**src/rtl/rgb_to_hsv_if.sv**
```systemverilog
//------------------------------------------------------------------------------
// Module   : rgb_to_hsv_if
// Purpose  : Pixel-in / HSV-out handshake bundle for rgb_to_hsv.
// Signals  : in_valid/in_ready/rgb   - RGB565 pixel request channel
//            out_valid/out_ready/h/s/v - 8-bit HSV result channel
// Modports : master - the pixel producer / result consumer
//            slave  - the converter
// Revision : 1.0 - initial release
//------------------------------------------------------------------------------
`default_nettype none

interface rgb_to_hsv_if;
  logic        in_valid;
  logic        in_ready;
  logic [15:0] rgb;
  logic        out_valid;
  logic        out_ready;
  logic [7:0]  h;
  logic [7:0]  s;
  logic [7:0]  v;

  modport master (
    output in_valid, rgb, out_ready,
    input  in_ready, out_valid, h, s, v
  );

  modport slave (
    input  in_valid, rgb, out_ready,
    output in_ready, out_valid, h, s, v
  );
endinterface

`default_nettype wire

```
**src/rtl/rgb_to_hsv.sv**
```systemverilog
//------------------------------------------------------------------------------
// Module   : rgb_to_hsv
// Purpose  : Converts one RGB565 pixel into 8-bit hue/saturation/value using a
//            single shared 16/8 restoring divider (s first, then h). Hue uses
//            six sectors of SECTOR counts over 0..255.
// Ports    : clk   - system clock
//            reset - synchronous active-high reset
//            bus   - rgb_to_hsv_if.slave (in_valid/in_ready/rgb,
//                    out_valid/out_ready/h/s/v)
// Latency  : accept on edge k, out_valid from edge k+34.
// Revision : 1.0 - initial release
//------------------------------------------------------------------------------
`default_nettype none

module rgb_to_hsv #(
  parameter int unsigned SECTOR  = 43,
  parameter int unsigned H_OFF_G = 85,
  parameter int unsigned H_OFF_B = 171
) (
  input wire          clk,
  input wire          reset,
  rgb_to_hsv_if.slave bus
);

  typedef enum logic [2:0] {
    IDLE  = 3'd0,
    PREP  = 3'd1,
    DIV_S = 3'd2,
    DIV_H = 3'd3,
    DONE  = 3'd4
  } state_t;

  localparam logic [1:0] c_SEL_R = 2'd0;
  localparam logic [1:0] c_SEL_G = 2'd1;
  localparam logic [1:0] c_SEL_B = 2'd2;

  // 16 divider iterations use counts 0..15; DIV_S spends count 16 storing s
  // and reloading the divider for h.
  localparam logic [4:0] c_LAST_ITER = 5'd15;
  localparam logic [4:0] c_S_STORE   = 5'd16;

  state_t r_state;
  state_t w_state_nx;

  logic [15:0] r_rgb;
  logic [7:0]  r_vmax;
  logic [7:0]  r_delta;
  logic        r_neg;
  logic [15:0] r_hnum;
  logic [7:0]  r_hbase;
  logic [7:0]  r_sq;
  logic [7:0]  r_rem;
  logic [15:0] r_quo;
  logic [7:0]  r_div;
  logic [4:0]  r_cnt;
  logic [7:0]  r_h;
  logic [7:0]  r_s;
  logic [7:0]  r_v;

  // ---------------------------------------------------------------------------
  // Channel expansion and derived quantities from the latched pixel
  // ---------------------------------------------------------------------------
  logic [7:0]  w_r8;
  logic [7:0]  w_g8;
  logic [7:0]  w_b8;
  logic [1:0]  w_sel;
  logic [7:0]  w_max;
  logic [7:0]  w_min;
  logic [7:0]  w_delta;
  logic [8:0]  w_diff;
  logic        w_neg;
  logic [7:0]  w_absdiff;
  logic [7:0]  w_hbase;
  logic [15:0] w_hnum;
  logic [15:0] w_snum;

  assign w_r8 = {r_rgb[15:11], r_rgb[15:13]};
  assign w_g8 = {r_rgb[10:5],  r_rgb[10:9]};
  assign w_b8 = {r_rgb[4:0],   r_rgb[4:2]};

  always_comb begin
    w_sel   = c_SEL_R;
    w_max   = w_r8;
    w_diff  = {1'b0, w_g8} - {1'b0, w_b8};
    w_hbase = 8'd0;
    // Ties resolve to r first, then g.
    if ((w_r8 >= w_g8) && (w_r8 >= w_b8)) begin
      w_sel   = c_SEL_R;
      w_max   = w_r8;
      w_diff  = {1'b0, w_g8} - {1'b0, w_b8};
      w_hbase = 8'd0;
    end else if (w_g8 >= w_b8) begin
      w_sel   = c_SEL_G;
      w_max   = w_g8;
      w_diff  = {1'b0, w_b8} - {1'b0, w_r8};
      w_hbase = 8'(H_OFF_G);
    end else begin
      w_sel   = c_SEL_B;
      w_max   = w_b8;
      w_diff  = {1'b0, w_r8} - {1'b0, w_g8};
      w_hbase = 8'(H_OFF_B);
    end
  end

  always_comb begin
    w_min = w_r8;
    if (w_g8 < w_min) w_min = w_g8;
    if (w_b8 < w_min) w_min = w_b8;
  end

  assign w_delta   = w_max - w_min;
  // |diff| <= 255, so the 9-bit two's complement sign bit is bit 8.
  assign w_neg     = w_diff[8];
  assign w_absdiff = w_neg ? 8'(9'd0 - w_diff) : w_diff[7:0];
  assign w_hnum    = 16'(SECTOR) * {8'd0, w_absdiff};
  // 255*delta computed as (delta << 8) - delta.
  assign w_snum    = {w_delta, 8'd0} - {8'd0, w_delta};

  // ---------------------------------------------------------------------------
  // Restoring divider step: dividend shifts out of r_quo MSB-first while the
  // quotient bits shift in at the LSB.
  // ---------------------------------------------------------------------------
  logic [8:0]  w_shift;
  logic        w_ge;
  logic [7:0]  w_rem_nx;
  logic [15:0] w_quo_nx;

  assign w_shift  = {r_rem, r_quo[15]};
  assign w_ge     = (w_shift >= {1'b0, r_div});
  assign w_rem_nx = w_ge ? 8'(w_shift - {1'b0, r_div}) : w_shift[7:0];
  assign w_quo_nx = {r_quo[14:0], w_ge};

  // A zero divisor yields an all-ones quotient; both results force it to 0.
  logic [7:0] w_s_res;
  logic [7:0] w_hq;
  logic [7:0] w_hoff;
  logic [7:0] w_h_res;

  assign w_s_res = (r_div == 8'd0) ? 8'd0 : r_quo[7:0];
  assign w_hq    = (r_div == 8'd0) ? 8'd0 : w_quo_nx[7:0];
  assign w_hoff  = r_neg ? (8'd0 - w_hq) : w_hq;
  assign w_h_res = (r_delta == 8'd0) ? 8'd0 : (r_hbase + w_hoff);

  // ---------------------------------------------------------------------------
  // FSM
  // ---------------------------------------------------------------------------
  always_ff @(posedge clk) begin
    if (reset) begin
      r_state <= IDLE;
    end else begin
      r_state <= w_state_nx;
    end
  end

  always_comb begin
    w_state_nx = r_state;
    case (r_state)
      IDLE:    if (bus.in_valid) w_state_nx = PREP;
      PREP:    w_state_nx = DIV_S;
      DIV_S:   if (r_cnt == c_S_STORE) w_state_nx = DIV_H;
      DIV_H:   if (r_cnt == c_LAST_ITER) w_state_nx = DONE;
      DONE:    if (bus.out_ready) w_state_nx = IDLE;
      default: w_state_nx = IDLE;
    endcase
  end

  assign bus.in_ready  = (r_state == IDLE);
  assign bus.out_valid = (r_state == DONE);
  assign bus.h         = r_h;
  assign bus.s         = r_s;
  assign bus.v         = r_v;

  // ---------------------------------------------------------------------------
  // Datapath
  // ---------------------------------------------------------------------------
  always_ff @(posedge clk) begin
    if (reset) begin
      r_rgb   <= 16'd0;
      r_vmax  <= 8'd0;
      r_delta <= 8'd0;
      r_neg   <= 1'b0;
      r_hnum  <= 16'd0;
      r_hbase <= 8'd0;
      r_sq    <= 8'd0;
      r_rem   <= 8'd0;
      r_quo   <= 16'd0;
      r_div   <= 8'd0;
      r_cnt   <= 5'd0;
      r_h     <= 8'd0;
      r_s     <= 8'd0;
      r_v     <= 8'd0;
    end else begin
      case (r_state)
        IDLE: begin
          if (bus.in_valid) r_rgb <= bus.rgb;
        end
        PREP: begin
          r_vmax  <= w_max;
          r_delta <= w_delta;
          r_neg   <= w_neg;
          r_hnum  <= w_hnum;
          r_hbase <= w_hbase;
          r_rem   <= 8'd0;
          r_quo   <= w_snum;
          r_div   <= w_max;
          r_cnt   <= 5'd0;
        end
        DIV_S: begin
          if (r_cnt == c_S_STORE) begin
            r_sq  <= w_s_res;
            r_rem <= 8'd0;
            r_quo <= r_hnum;
            r_div <= r_delta;
            r_cnt <= 5'd0;
          end else begin
            r_rem <= w_rem_nx;
            r_quo <= w_quo_nx;
            r_cnt <= r_cnt + 5'd1;
          end
        end
        DIV_H: begin
          r_rem <= w_rem_nx;
          r_quo <= w_quo_nx;
          r_cnt <= r_cnt + 5'd1;
          // Final iteration: publish all three results together.
          if (r_cnt == c_LAST_ITER) begin
            r_h <= w_h_res;
            r_s <= r_sq;
            r_v <= r_vmax;
          end
        end
        default: ;
      endcase
    end
  end

  // Selector value is only informative; keep it observable for debug.
  logic w_sel_unused;
  assign w_sel_unused = ^w_sel;

endmodule

`default_nettype wire

```
**src/flat_wrapper.sv**
```systemverilog
// flat-port wrapper written by rule: the top's interface ports become plain ports
module rgb_to_hsv_flat 
#(
  parameter int unsigned SECTOR  = 43,
  parameter int unsigned H_OFF_G = 85,
  parameter int unsigned H_OFF_B = 171
)
  (clk, reset, bus_in_valid, bus_rgb, bus_out_ready, bus_in_ready, bus_out_valid, bus_h, bus_s, bus_v);
  rgb_to_hsv_if bus_i ();
  input wire clk;
  input wire reset;
  input wire logic [$bits(bus_i.in_valid)-1:0] bus_in_valid;
  input wire logic [$bits(bus_i.rgb)-1:0] bus_rgb;
  input wire logic [$bits(bus_i.out_ready)-1:0] bus_out_ready;
  output wire logic [$bits(bus_i.in_ready)-1:0] bus_in_ready;
  output wire logic [$bits(bus_i.out_valid)-1:0] bus_out_valid;
  output wire logic [$bits(bus_i.h)-1:0] bus_h;
  output wire logic [$bits(bus_i.s)-1:0] bus_s;
  output wire logic [$bits(bus_i.v)-1:0] bus_v;
  assign bus_i.in_valid = bus_in_valid;
  assign bus_i.rgb = bus_rgb;
  assign bus_i.out_ready = bus_out_ready;
  assign bus_in_ready = bus_i.in_ready;
  assign bus_out_valid = bus_i.out_valid;
  assign bus_h = bus_i.h;
  assign bus_s = bus_i.s;
  assign bus_v = bus_i.v;
  rgb_to_hsv #(.SECTOR(SECTOR), .H_OFF_G(H_OFF_G), .H_OFF_B(H_OFF_B)) u_core (.clk(clk), .reset(reset), .bus(bus_i));
endmodule
```
**config.mk**
```make
export PLATFORM = sky130hd
export DESIGN_NAME = rgb_to_hsv_flat
export DESIGN_NICKNAME = d
export VERILOG_FILES = /design/src/rtl/rgb_to_hsv_if.sv /design/src/rtl/rgb_to_hsv.sv /design/src/flat_wrapper.sv
export SDC_FILE = /design/constraint.sdc
export NUM_CORES = 1
export LEC_CHECK = 0
export ABC_AREA = 1
export CORE_UTILIZATION = 40
export DETAILED_ROUTE_END_ITERATION = 8
export PLACE_DENSITY = 0.68
export SYNTH_ARGS = -nofsm -noshare
export SYNTH_HDL_FRONTEND = slang
export SYNTH_SLANG_ARGS = --single-unit
```
**constraint.sdc**
```tcl
create_clock -name clk -period 7.1 [get_ports clk]
set_input_delay 1.42 -clock clk [delete_from_list [all_inputs] [get_ports clk]]
set_output_delay 1.42 -clock clk [all_outputs]
set_load 0.005 [all_outputs]
```
Yosys cells after proc, flatten, opt, wreduce, memory -nomap -nowiden
Cells that the tools add are included.
- register bits after elaboration: 127
- bits of input ports: 20
- output and inout bits: 26
- $add $sub $neg: 10
- $mul: 1
- order comparisons: 6
- equal/unequal tests: 10
- mux-type cells: 27
- reduce and logical (&&, ||, !) cells: 11
- operators with widths (operator ; count):
    8-bit two-way mux ; 14
    16-bit one-hot mux with 3 select lines ; 1
    8-bit by 8-bit subtractor with 9-bit output ; 3
    8-bit >= comparator ; 3
    8-bit one-hot mux with 3 select lines ; 1
    9-bit two-way mux ; 2
    8-bit logical NOT ; 2
    8-bit less-than comparator ; 2
    16-bit two-way mux ; 1
    8-bit one-hot mux with 2 select lines ; 1
    1-bit by 8-bit subtractor with 8-bit output (first input constant) ; 2
    16-bit by 8-bit subtractor with 16-bit output ; 1
    8-bit subtractor ; 2
    3-bit one-hot mux with 5 select lines ; 1
    5-bit one-hot mux with 3 select lines ; 1
    6-bit by 8-bit multiplier with 14-bit output (first input constant) ; 1
    3-bit two-way mux ; 4
    9-bit by 8-bit >= comparator with 1-bit output ; 1
    8-bit adder ; 1
    2-bit AND reduction ; 4
    3-bit by 2-bit equality test with 1-bit output (second input constant) ; 2
    5-bit by 1-bit adder with 5-bit output (second input constant) ; 1
    5-bit by 4-bit equality test with 1-bit output (second input constant) ; 1
    5-bit equality test (second input constant) ; 1
    10 further kinds ; 12

Longest topological paths before layout
- depth in word-level cells: 7
- mapped depth: 44

Least setup slack after synthesis
No wires, ideal clock.
- path type: flip-flop to flip-flop
- from: register u_core.r_rgb[14]
- to: register u_core.r_hnum[13]
- library setup time: 0.115 ns
- data arrival time: 5.731 ns
- path slack: 1.254 ns
- cell stages (with the launch flop): 41
- buffers on the path: 0
- period minus slack after synthesis: 5.846 ns
- cells stage by stage: dfxtp_1 > inv_1 > ha_1 > a21oi_1 > o21a_1 > nand2_1 > nand2_1 > nand2_1 > o21ai_2 > nand2_4 > inv_6 > nor2_4 > a221oi_2 > ha_1 > inv_1 > nor3_1 > nand2_1 > nand2_1 > [5 not listed] > inv_1 > ha_1 > a21oi_1 > nand2_1 > a21oi_1 > o21ai_0 > nand2_1 > inv_1 > nor2_1 > inv_1 > a21oi_1 > nor2_1 > nor2_1 > nor2_1 > nor2_1 > xnor2_1 > o21ai_0 > inv_1
- word-level cells in the longest chain between the ends: 6
- elaborated cells between the ends (all ways): 10
- RTL lines (item ; RTL line ; RTL):
    start: declaration ; rgb_to_hsv.sv:45 ; logic [15:0] r_rgb;
    start signal: assignment ; rgb_to_hsv.sv:195 ; if (bus.in_valid) r_rgb <= bus.rgb;
    8-bit by 8-bit subtractor with 9-bit output, or another cell as far along ; rgb_to_hsv.sv:100 ; w_diff = {1'b0, w_r8} - {1'b0, w_g8};
    9-bit two-way mux / 1-bit logical AND (equally long branches) ; rgb_to_hsv.sv:92, rgb_to_hsv.sv:87 ;
    9-bit two-way mux * ; rgb_to_hsv.sv:87 ; if ((w_r8 >= w_g8) && (w_r8 >= w_b8)) begin
    1-bit by 8-bit subtractor with 8-bit output ; rgb_to_hsv.sv:114 ; assign w_absdiff = w_neg ? 8'(9'd0 - w_diff) : w_diff[7:0];
    8-bit two-way mux * ; rgb_to_hsv.sv:114 ;
    6-bit by 8-bit multiplier with 14-bit output * ; rgb_to_hsv.sv:115 ; assign w_hnum = 16'(SECTOR) * {8'd0, w_absdiff};
    end signal: assignment ; rgb_to_hsv.sv:201 ; r_hnum <= w_hnum;
    end: declaration ; rgb_to_hsv.sv:49 ; logic [15:0] r_hnum;
Every way passes the cells marked *; elsewhere a longest branch is shown, timed or not.
A chain may end at the register's enable or synchronous reset.

Worst setup path after layout
Same ends and word-level chain as after synthesis.

==> run_results.csv <==
group,metric,value,unit
route,viasPerCell,5.232,
global_routing,grt_pass1_vias,7567,
setup_path,cp_slowest_cell,"fa_1",
flow_run,maxCapViolCount,0,
global_routing,grt_max_degree,64,
route,ant_nets,0,
sta,skew,0.006025,ns
sta,rsz0062_at_grt,"false",
floorplanning,row_count,53,
floorplanning,die_x,149.6,microns
yosys,syn-num-nets,1360,
floorplanning,die_area,0.02237,sq mm
final_layout,fin_area,0.01000,sq mm
yosys,synthArstFlopShare,0,%
yosys,yosys_most_used_dff,"dfxtp_1",
setup_path,reg2regPathDepth,40,
yosys,syn_area_per_cell,7.068,sq um
yosys,seq_area_frac_synth,28.05,%
floorplanning,coreArea,0.02115,sq mm
global_routing,antenna_found_initial,0,
sta,setup_tns,0,ns
yosys,synth_top_area_share,28.05,%
placed_design,numPlacedInstances,1518,
sta,period_minus_slack,6.567,ns
clocking,cts_inserted_buffers,17,
setup_path,cpPeakStageDelay,0.54,ns
setup_path,reg2reg_slack,0.53,ns
yosys,synth_cells,1232,
global_routing,grt.total_usage,21.72,%
clocking,cts_tree,"built",
sta,relSlewSlack,34.62,%
final_layout,layout-drive-gt1-share,5.569,%
min_path,hp-start,"u_core.r_vmax[5]",
yosys,synth_cell_types,48,
yosys,yosysTopAreaCell,"dfxtp_1",
route,wire_per_inst,15.14,microns
setup_path,worstPathRequired,7.41,ns
placed_design,place_hpwl,17650,microns
clocking,cts_hold_buf,0,
final_layout,nets,1390,
floorplanning,initial_core_util,41.17,%
global_routing,gr-total-overflow,0,
yosys,syn_area,0.008708,sq mm
setup_path,startpoint,"u_core.r_rgb[14]",
status,status,"completed",
setup_path,critPathLaunchType,"register",
clocking,post_cts_buffers,0,
placed_design,dpl_cell_area,0.009397,sq mm
final_layout,antenna_cells,0,
min_path,holdCritPathClass,"register to register",
sta,tightestPinTransition,0.9797,ns
route,drt_iter0_drc,631,
floorplanning,die_h,149.6,microns
sta,drv_slew,0,
final_layout,final_util,47.28,%
sta,max_freq,0.1523,GHz
clocking,cts-htree-levels,4,
clocking,clock_sinks,122,
setup_path,cp-end-kind,"register",
route,vias,8109,
yosys,synth.ff_latch_count,122,
route,wirelength,23470,microns
final_layout,fin_cells,1550,
setup_path,r2r_start,"u_core.r_rgb[14]",
min_path,holdPathStages,2,
clocking,clk_path_buf_depth,2,
floorplanning,ios,46,
clocking,cts-root-buf,"clkbuf_16",
setup_path,rr_endpoint,"u_core.r_hnum[13]",
route,drc,0,
clocking,clk_pin_slew,0.06,ns
min_path,worst_hold_path.endpoint,"u_core.bus.v[5]",
setup_path,worstPathArrival,6.88,ns
final_layout,syn_to_final_growth,14.86,%
yosys,synthTopCellsByArea,"dfxtp_1 (28%), ha_1 (13%), nand2_1 (9.6%)",
sta,setup-violations-final,0,
final_layout,n_fill_cell,2094,
sta,hold_viol_final,0,
setup_path,crit_fanout,18,
route,first_pass_iters,5,
placed_design,gp_congestion,0.9237,
yosys,synth_edf_count,0,
global_routing,grt_first_pass_wirelength,37790,microns
setup_path,worstSetupPathType,"register to register",
yosys,yosysWarnings,0,
placed_design,io_buffer_count,45,
sta,fin_crit_sh,92.50,%
clocking,clk_latency,0.42,ns
-- logic make-up after synthesis --
kind of cell,after synthesis,share of synthesized area (%)
AOI/OAI and AO/OA,332,21.65
xor gates and xnor gates,45,4.526
and+or+nand+nor,387,18.52
buffers and inverters,238,10.45
adders and majority gates,108,16.81
DFF,122,28.05
-- through the flow --
| step | hold WS [ns] | setup WS, ns |
|---|---|---|
| final | 0.4578 | 0.5328 |
| after global routing | 0.4784 | 0.03333 |
| after CTS | 0.4608 | 0.4863 |
| after detailed placement | 0.4533 | 0.5235 |
| after global placement | 0.4476 | 0.6760 |
| after floorplan | 0.4235 | 1.254 |
-- critical path, delay by kind of cell, from the launching register on --
family,cells,cell delay [ns]
fa+ha+maj,6,2.18
compound gates,9,1.44
simple gates,15,1.38
buf+inv,8,0.62
flops,1,0.49
xor+xnor,2,0.33
-- cell type report --
type	count	area [sq um]	share of cell area, %
clock buffers	22	474.2	4.741
inverters	196	743.2	7.431
well taps	275	344.1	3.440
repair buffers	53	505.5	5.054
flip-flops and latches	122	2444	24.43
clock inverters	10	115.1	1.151
multi-input cells	872	5376	53.75
-- worst max path at each step --
stage / to / slack, ns / depth (start not counted)
finish: u_core.r_hnum[13] / 0.53 / 40
global route: u_core.r_hnum[12] / 0.03 / 40
CTS: u_core.r_hnum[13] / 0.49 / 38
detailed placement: u_core.r_hnum[13] / 0.52 / 38
global placement: u_core.r_hnum[13] / 0.68 / 40
floorplan: u_core.r_hnum[13] / 1.25 / 40
-- sequential cells by signal, indices dropped and copies added, names as in the netlist --
signal and cells:
u_core.r_state 3, u_core.r_sq 8, u_core.r_cnt 5, u_core.bus.s 8
u_core.r_vmax 8, u_core.r_quo 16, u_core.r_hbase 3, u_core.r_neg 1
u_core.r_rgb 16, u_core.r_delta 8, u_core.bus.v 8, u_core.r_rem 8
u_core.r_div 8, u_core.r_hnum 14, u_core.bus.h 8
-- layout by cell type, fill, tap and decap left out, types with 15 or more instances in the layout --
cell type / n
a21oi_1: 146
clkbuf_16: 17
clkdlybuf4s50_1: 44
dfxtp_1: 121
fa_1: 15
ha_1: 93
inv_1: 186
nand2_1: 223
nand3_1: 44
nor2_1: 84
o21ai_0: 110
xor2_1: 30
-- synthesized netlist by cell type, types with 6 or more instances --
library cell  count
xnor2_1          13
nand4_1           6
nor3_1            9
clkbuf_1         39
a221oi_1         11
nor2_1           84
ha_1             93
xor2_1           32
o21bai_1         13
inv_1           186
o21ai_0         110
a21oi_1         146
a31oi_1           6
o211ai_1         12
nand3_1          44
dfxtp_1         122
nand2_1         223
fa_1             15
-- layer usage --
layer	vias to the layer above	global-route usage (%)	wire length, microns
met1	3742	27.98	10690
met3	35	4.573	1171
met2	199	35.42	11040
met5	-	0	0
li1	4133	-	-
met4	0	8.112	573
-- repair_timing --
item / CTS / global route
resized for setup: 0 / 3
setup endpoints to repair: 0 / 2
endpoints found under the hold margin: 0 / 0
Power is left out: the tool's default activity adds up to more than one toggle a clock period on the data nets, which glitch-free logic cannot reach.
